<file path="src/rtl/keypad_entry_controller.sv">
// rtl/keypad_entry_controller.sv - keypad synchroniser, debouncer, BCD entry register and tick divider
module keypad_entry_controller #(
   parameter int NUM_KEYS        = 10,
   parameter int DIGITS          = 4,
   parameter int DEBOUNCE_CYCLES = 4,
   parameter int TICK_DIV        = 8
) (
   input  logic                          clk,
   input  logic                          clear,
   input  logic                          enablen,
   input  logic                          flush,
   input  logic [NUM_KEYS-1:0]           keypad,
   output logic                          load,
   output logic [3:0]                    digit,
   output logic [4*DIGITS-1:0]           entry,
   output logic [$clog2(DIGITS+1)-1:0]   count,
   output logic                          full,
   output logic                          overflow,
   output logic                          tick
);

   localparam int CW = $clog2(DEBOUNCE_CYCLES + 1);
   localparam int DW = $clog2(TICK_DIV);
   localparam int NW = $clog2(DIGITS + 1);

   localparam logic [CW-1:0] CNT_ONE  = CW'(1);
   localparam logic [CW-1:0] CNT_LAST = CW'(DEBOUNCE_CYCLES - 1);
   localparam logic [DW-1:0] DIV_LAST = DW'(TICK_DIV - 1);
   localparam logic [NW-1:0] CNT_FULL_M1 = NW'(DIGITS - 1);
   localparam logic [NW-1:0] COUNT_ONE = NW'(1);

   typedef enum logic [1:0] {
      ST_IDLE     = 2'd0,
      ST_DEBOUNCE = 2'd1,
      ST_PRESSED  = 2'd2,
      ST_RELEASE  = 2'd3
   } state_t;

   state_t                state_q;
   logic [CW-1:0]         cnt_q;
   logic [3:0]            cand_q;
   logic [NUM_KEYS-1:0]   ks1_q;
   logic [NUM_KEYS-1:0]   ksync_q;
   logic                  load_q;
   logic [3:0]            digit_q;
   logic [4*DIGITS-1:0]   entry_q;
   logic [4*DIGITS-1:0]   entry_d;
   logic [NW-1:0]         count_q;
   logic                  full_q;
   logic                  overflow_q;
   logic [DW-1:0]         div_q;
   logic                  tick_q;

   logic [3:0]            key_code;
   logic                  key_valid;
   logic                  cand_match;
   logic                  accept_hit;
   logic                  load_fire;

   // Two-flop synchroniser for the asynchronous key lines
   always_ff @(posedge clk or posedge clear) begin
      if (clear) begin
         ks1_q   <= '0;
         ksync_q <= '0;
      end else begin
         ks1_q   <= keypad;
         ksync_q <= ks1_q;
      end
   end

   // Priority encoder: lowest pressed key index wins
   always_comb begin
      key_code  = 4'd0;
      key_valid = |ksync_q;
      for (int i = NUM_KEYS - 1; i >= 0; i--) begin
         if (ksync_q[i]) key_code = 4'(i);
      end
   end

   generate
      if (DIGITS == 1) begin : g_entry_one
         assign entry_d = cand_q;
      end else begin : g_entry_shift
         assign entry_d = {entry_q[4*DIGITS-5:0], cand_q};
      end
   endgenerate

   // The press is accepted on the edge that sees the final matching sample;
   // a same-edge flush swallows it entirely (no load, no overflow).
   assign cand_match = key_valid && (key_code == cand_q);
   assign accept_hit = (state_q == ST_DEBOUNCE) && !enablen && cand_match && (cnt_q == CNT_LAST);
   assign load_fire  = accept_hit && !flush && !full_q;

   // Press/release debounce FSM with registered entry outputs
   always_ff @(posedge clk or posedge clear) begin
      if (clear) begin
         state_q    <= ST_IDLE;
         cnt_q      <= '0;
         cand_q     <= 4'd0;
         load_q     <= 1'b0;
         digit_q    <= 4'd0;
         entry_q    <= '0;
         count_q    <= '0;
         full_q     <= 1'b0;
         overflow_q <= 1'b0;
      end else begin
         load_q     <= load_fire;
         overflow_q <= accept_hit && !flush && full_q;

         if (flush) begin
            entry_q <= '0;
            count_q <= '0;
            full_q  <= 1'b0;
         end else if (load_fire) begin
            digit_q <= cand_q;
            entry_q <= entry_d;
            count_q <= count_q + COUNT_ONE;
            full_q  <= (count_q == CNT_FULL_M1);
         end

         if (enablen) begin
            state_q <= ST_IDLE;
            cnt_q   <= '0;
         end else begin
            case (state_q)
               ST_IDLE: begin
                  if (key_valid) begin
                     state_q <= ST_DEBOUNCE;
                     cand_q  <= key_code;
                     cnt_q   <= CNT_ONE;
                  end
               end
               ST_DEBOUNCE: begin
                  if (!cand_match) begin
                     state_q <= ST_IDLE;
                     cnt_q   <= '0;
                  end else if (cnt_q == CNT_LAST) begin
                     state_q <= ST_PRESSED;
                     cnt_q   <= '0;
                  end else begin
                     cnt_q <= cnt_q + CNT_ONE;
                  end
               end
               ST_PRESSED: begin
                  if (!key_valid) begin
                     state_q <= ST_RELEASE;
                     cnt_q   <= CNT_ONE;
                  end
               end
               ST_RELEASE: begin
                  if (key_valid) begin
                     state_q <= ST_PRESSED;
                     cnt_q   <= '0;
                  end else if (cnt_q == CNT_LAST) begin
                     state_q <= ST_IDLE;
                     cnt_q   <= '0;
                  end else begin
                     cnt_q <= cnt_q + CNT_ONE;
                  end
               end
               default: begin
                  state_q <= ST_IDLE;
                  cnt_q   <= '0;
               end
            endcase
         end
      end
   end

   // Free-running tick divider, restarted by every accepted press
   always_ff @(posedge clk or posedge clear) begin
      if (clear) begin
         div_q  <= '0;
         tick_q <= 1'b0;
      end else begin
         tick_q <= (div_q == DIV_LAST);
         if (load_fire || (div_q == DIV_LAST)) begin
            div_q <= '0;
         end else begin
            div_q <= div_q + DW'(1);
         end
      end
   end

   assign load     = load_q;
   assign digit    = digit_q;
   assign entry    = entry_q;
   assign count    = count_q;
   assign full     = full_q;
   assign overflow = overflow_q;
   assign tick     = tick_q;

endmodule

</file>
<file path="config.mk">
export PLATFORM = sky130hd
export DESIGN_NAME = keypad_entry_controller
export DESIGN_NICKNAME = d
export VERILOG_FILES = /design/src/rtl/keypad_entry_controller.sv
export SDC_FILE = /design/constraint.sdc
export NUM_CORES = 1
export LEC_CHECK = 0
export CAP_MARGIN = 20
export CORE_MARGIN = 1.5
export CORE_UTILIZATION = 55
export DETAILED_ROUTE_END_ITERATION = 10
export MAX_ROUTING_LAYER = met4
export PLACE_DENSITY = 0.83
export SLEW_MARGIN = 30
export SYNTH_ARGS = -nofsm -noshare
export SYNTH_HDL_FRONTEND = slang
export SYNTH_SLANG_ARGS = --single-unit
</file>
<file path="constraint.sdc">
create_clock -name clk -period 4.91 [get_ports clk]
set_input_delay 1.473 -clock clk [delete_from_list [all_inputs] [get_ports clk]]
set_output_delay 1.473 -clock clk [all_outputs]
set_load 0.1 [all_outputs]
</file>
Word-level counts from Yosys, hierarchy flattened
Cells that the tools add are included.
- register bits after elaboration: 59
- bits in read-only memories: 0
- latch bits: 0
- bits in writable memories: 0
- output and inout port bits: 27
- memories kept: 0
- logic and storage cells: 79
- bits of input ports: 14
- mux-type cells: 32
- order comparisons: 0
- bitwise logic cells: 2
- equality and inequality tests: 11
- div/mod/pow operators: 0
- shift-type cells: 0
- $mul: 0
- reductions and logical operators: 18
- add/subtract/negate cells: 3
- operator list (cell ; number):
    $mux W4 ; 10
    $mux W16 ; 2
    $mux W3 ; 9
    $mux W2 ; 7
    $pmux W3 S4 ; 1
    $reduce_or A10 Y1 ; 1
    $add A3 B1 Y3 const B ; 3
    $pmux W2 S4 ; 1
    $logic_and A1 B1 Y1 ; 7
    $eq A3 B2 Y1 const B ; 2
    $ne A3 B3 Y1 const B ; 2
    $eq A2 B2 Y1 const B ; 2
    $eq A4 B4 Y1 ; 1
    $ne A4 B3 Y1 const B ; 1
    $ne A4 B4 Y1 const B ; 1
    $reduce_and A2 Y1 ; 2
    $reduce_and A4 Y1 ; 1
    $eq A3 B3 Y1 const B ; 1
    $logic_not A1 Y1 ; 3
    $reduce_and A3 Y1 ; 1
    $eq A2 B1 Y1 const B ; 1
    $logic_not A2 Y1 ; 1
    $mux W1 ; 2
    $not A1 Y1 ; 2
    2 further kinds ; 2

Longest topological paths before layout
- depth in word-level cells: 18
- depth in mapped cells: 8
- mapped depth without buffers: 7

Worst setup path after synthesis
No wires, ideal clock.
- kind: input -> register
- from: in enablen
- to: reg cand_q[1]
- arrival: 2526 ps
- data required time: 4785 ps
- library setup time: 125 ps
- slack: 2259 ps
- path buffers: 0
- cell stages on the path: 3
- cell sequence: or2_2 nor3_1 mux2_2
- cells in the longest elaborated chain, start to end: 2
- RTL lines (item ; RTL line ; RTL):
    start, declared ; 10 ; input logic enablen,
    $not A1 Y1 (no line) ; -- ;
    $reduce_and A3 Y1 (no line) ; -- ;
    end signal, assigned ; 129 ; cand_q <= key_code;
    end, declared ; 41 ; logic [3:0] cand_q;
Every way passes these cells.
A chain may end at the register's enable or synchronous reset.

Final worst setup path
- from: reg full_q, in the netlist full
- to: out full
- RTL lines (item ; RTL line ; RTL):
    start, declared ; 49 ; logic full_q;
    start signal, assigned ; 118 ; full_q <= (count_q == CNT_FULL_M1);
    end, declared ; 17 ; output logic full,
No word-level cell between the ends.

==> impl_summary.md <==
Power
The worst-case IR drop observed on VDD is 240 uV. The portion of total power attributed to the clock network is 41.6%. The analysis attributes to net switching a power of 0.000214 W.

The power share of the sequential group is 52.0%. Power spread over the standard cell area amounts to 337 nW/um^2. Cell internal power was estimated by the tool at 0.000779 W. Net switching is 21.5% of the power.

The proportion of power drawn by combinational gates is 6.4%. Summed over all cells, the static leakage comes to 1.28 nW.

Floorplanning
The floorplan has 23 rows. The die is 67.8 um tall. The core region is 4030 sq um. The die area is 4590 sq um. The number of I/O pins is 41.

The width of the chip is 67.8 um. For this configuration, the core starts out at a cell density of 57.2%.

Placed design
The weighted congestion reported at the end of routability-driven placement is 0.796. The detailed placement HPWL is 2.71 mm. During placement, the flow inserted port buffers numbering 40.

Critical path
STA puts the critical path data required time at 3.44 ns. The worst register-to-register path has a depth of 8. STA classifies the critical path startpoint as a flop. Walking the worst path, the cells encountered are clkdlybuf4s50_1. On the critical path, the stage with the largest delay is an instance of sky130_fd_sc_hd__clkdlybuf4s50_1. Broken down by cell family, the worst path's largest delay share belongs to buffers and inverters.

The worst register-to-register path ends at count[0]$_DFFE_PP0P_. The reg-to-reg setup timing slack is 2.01 ns. The critical path starts at full$_DFFE_PP0P_. The worst register-to-register path begins at ksync_q[5]$_DFF_PP0_. The count of cell instances traversed by the critical path is 1. Of all nets on the critical path, the largest fanout is 3. For the worst setup path, the data arrival time is 1.91 ns. The count of buffering cells on the critical path with inverters included is 1. The delay of the slowest cell on the worst path is 1.16 ns. The end point of the critical path is full. STA classifies the critical path endpoint as an output port. The worst setup path is of the flop to output port kind.

Yosys
In this run, synthesis produced a sequential element count of 59. Synthesis produced a netlist whose cell count is 185. By area the synthesized netlist is led by sky130_fd_sc_hd__dfrtp_1 (64%), sky130_fd_sc_hd__mux2_2 (3.9%), sky130_fd_sc_hd__nand2b_1 (3.5%). The net count of the mapped netlist is 204. The number of synthesized flops with an enable pin is 0. The average cell area after synthesis is 12.5 sq um. Of all flip-flops after synthesis, the portion carrying an async set or reset was 100%. In this run the biggest area consumer among cell types represents 64.0% of the synthesized area. After synthesis, flip-flops and latches occupy 64.0% of the total area.

The combined area of all synthesized cells is 2310 sq um. The count of different cell masters after synthesis is 34. The top flip-flop cell by instance count after synthesis is sky130_fd_sc_hd__dfrtp_1.

sky130_fd_sc_hd__dfrtp_1 takes more of the synthesized area than any other cell. The Yosys warning count is 0.

Clocking
Counting along the longest clock path gives a buffer depth of 2. The H-tree was split into 3 levels. TritonCTS built the clock tree. After clock tree synthesis, the clock-pin slew on the worst setup and hold paths is 0.06 ns. The count of buffers added by post-CTS timing repair for setup is 0. The number of clock sinks is 59. The count of cells resized by post-cts repair is 0. The tree is rooted in a sky130_fd_sc_hd__clkbuf_8.

The worst-skew pair later-pin latency is 0.32 ns. The number of hold buffers added after CTS was 0. Counting the buffers created by CTS gives 9.

Timing
The part of the cycle the worst path needs is 68.8%. The worst-case headroom to the max-slew limit is 34.9%. The final-report hold violation count came to 0. The maximum clock frequency is 296 MHz. Setup violations remaining at the end of the flow were counted as 0.

The setup skew after layout is 0.00833 ns. The final critical-path required period is 3.38 ns. The total count of max-transition violations in the final report is 0. At the pin with the least slew margin, the transition time is 0.974 ns. The post-route setup TNS is 0 ns. Setup repair after global routing left no endpoint under its margin.

Detailed routing
The post-detailed-route via-to-cell ratio is 5.26. The number of DRC violations after detailed routing is 0. The detailed-route wire length per cell is 13.4 um. The first-pass iteration count of the detailed router is 4. Once detail routing completed, the nets flagged for antenna violations numbered 0. Summed over all layers, the routed wires come to 3.86 mm. The initial detailed-routing violation count is 103. The total via count after detailed routing is 1514.

Global route
For this run the aggregate overflow at the end of global routing stands at 0. The first-pass GRT wire length is 6.30 mm. The initial antenna violation count is 0. The via count of the first global-routing pass came to 1421.

The overall fraction of global-route tracks in use is 20.4%. The largest net degree at the start of global routing is 47.

Layout
0 antenna diodes ended up in the layout. After filler insertion, the fill cell instance count of the layout stands at 274. The library cell used most frequently in the layout, excluding fill and tap cells, is sky130_fd_sc_hd__dfrtp_1. The post-route core utilization is 73.0%. The final-stage net count is 252. In the layout the commonest cells are sky130_fd_sc_hd__dfrtp_1 (59), sky130_fd_sc_hd__clkdlybuf4s50_1 (40), sky130_fd_sc_hd__nand2_1 (15), sky130_fd_sc_hd__o21ai_0 (15), sky130_fd_sc_hd__nand2b_1 (13). The layout cell share with drive strength beyond 1 is 11.8%. The synthesis-to-finish area growth is 27.6%.

Flow run
The number of maximum-capacitance constraint violations is 0.

Hold path
The class of the worst hold path is flop to flop.

Outcome
The flow ran to the end, and the final reports show no timing, DRC or antenna violations.
==> power groups by stage <==
stage	clock network (W)	logic, W	registers [W]
after global placement	0	0.0000628	0.000524
after global routing	0.000453	0.0000708	0.000518
after detailed placement	0	0.0000647	0.000525
after CTS	0.000425	0.0000647	0.000516
final	0.000413	0.0000632	0.000516
after floorplan	0	0.0000414	0.000523
==> worst reg2reg max path, cell delays in order (launching register included) <==
cell	delay, ns
sky130_fd_sc_hd__dfrtp_1	0.41
sky130_fd_sc_hd__nor4_1	0.65
sky130_fd_sc_hd__o211a_1	0.27
sky130_fd_sc_hd__a211o_1	0.13
sky130_fd_sc_hd__nand4_2	0.17
sky130_fd_sc_hd__nor4_4	0.28
sky130_fd_sc_hd__buf_4	0.39
sky130_fd_sc_hd__nor2_1	0.18
sky130_fd_sc_hd__mux2_2	0.30
==> kinds of logic (layout without fill, tap and decap cells) <==
kind of cell / count (synthesis) / count (layout) / share of synthesized area, %
and+or+nand+nor: 66 / 66 / 16.2
DFF: 59 / 59 / 64.0
AOI/OAI and AO/OA: 31 / 31 / 9.12
buffers and inverters: 12 / 65 / 2.44
muxes: 10 / 10 / 4.78
adders and majority gates: 5 / 5 / 2.71
xor gates and xnor gates: 2 / 2 / 0.760
==> synthesized netlist by cell type, types with 2 or more instances <==
library cell,instances
sky130_fd_sc_hd__dfrtp_1,59
sky130_fd_sc_hd__xnor2_1,2
sky130_fd_sc_hd__inv_1,7
sky130_fd_sc_hd__nor2b_1,4
sky130_fd_sc_hd__o21ai_0,15
sky130_fd_sc_hd__nor3b_1,4
sky130_fd_sc_hd__nand3_1,2
sky130_fd_sc_hd__buf_2,3
sky130_fd_sc_hd__nand2_1,15
sky130_fd_sc_hd__a22o_1,5
sky130_fd_sc_hd__nor2_1,12
sky130_fd_sc_hd__ha_1,5
sky130_fd_sc_hd__o31ai_1,2
sky130_fd_sc_hd__or4_1,2
sky130_fd_sc_hd__mux2i_1,2
sky130_fd_sc_hd__nor4_1,4
sky130_fd_sc_hd__nand2b_1,13
sky130_fd_sc_hd__nor3_1,6
sky130_fd_sc_hd__mux2_2,8
==> state kept, by name (all words and copies together) (netlist names) <==
register and count:
tick 1, count 3, state_q 2, full 1
entry 16, cnt_q 3, overflow 1, digit 4
load 1, div_q 3, ks1_q 10, ksync_q 10
cand_q 4
==> area by class of cell <==
cell class	instances	area (sq um)	area share, %
clock buffer	14	153	5.19
clock inverter	2	35.0	1.19
inverter	7	27.5	0.935
multi-input combinational	114	773	26.3
sequential	59	1480	50.2
tap	50	62.6	2.13
timing repair buffer	42	415	14.1
==> stage by stage <==
| step | std cells | instance area, sq um | setup slack, ns | power, W | hold WS [ns] |
|---|---|---|---|---|---|
| floorplan | 185 | 2310 | 1.98 | 0.000565 | 0.331 |
| global placement | 272 | 2750 | 1.40 | 0.000587 | 0.331 |
| detailed placement | 272 | 2750 | 1.27 | 0.000589 | 0.335 |
| CTS | 288 | 2940 | 1.51 | 0.00101 | 0.348 |
| global route | 288 | 2940 | 1.46 | 0.00104 | 0.355 |
| finish | 288 | 2940 | 1.53 | 0.000993 | 0.346 |
==> metal layers <==
metal | global-route usage (%) | part of all wire (%) | vias to the layer above
li1 | - | - | 739
met1 | 23.0 | 43 | 739
met2 | 31.9 | 51 | 32
met3 | 8.17 | 4.5 | 4
met4 | 9.18 | 1.4 | 0
met5 | - | 0 | -
==> worst min-delay path by stage <==
stage                                  start                    to  slack, ns  depth (start not counted)
after detailed placement  ks1_q[8]$_DFF_PP0_  ksync_q[8]$_DFF_PP0_       0.33                          0
after global routing      ks1_q[4]$_DFF_PP0_  ksync_q[4]$_DFF_PP0_       0.35                          0
final                     ks1_q[5]$_DFF_PP0_  ksync_q[5]$_DFF_PP0_       0.35                          0
after CTS                 ks1_q[8]$_DFF_PP0_  ksync_q[8]$_DFF_PP0_       0.35                          0
after floorplan           ks1_q[0]$_DFF_PP0_  ksync_q[0]$_DFF_PP0_       0.33                          0
after global placement    ks1_q[7]$_DFF_PP0_  ksync_q[7]$_DFF_PP0_       0.33                          0
Power figures use the tool's default switching activity.
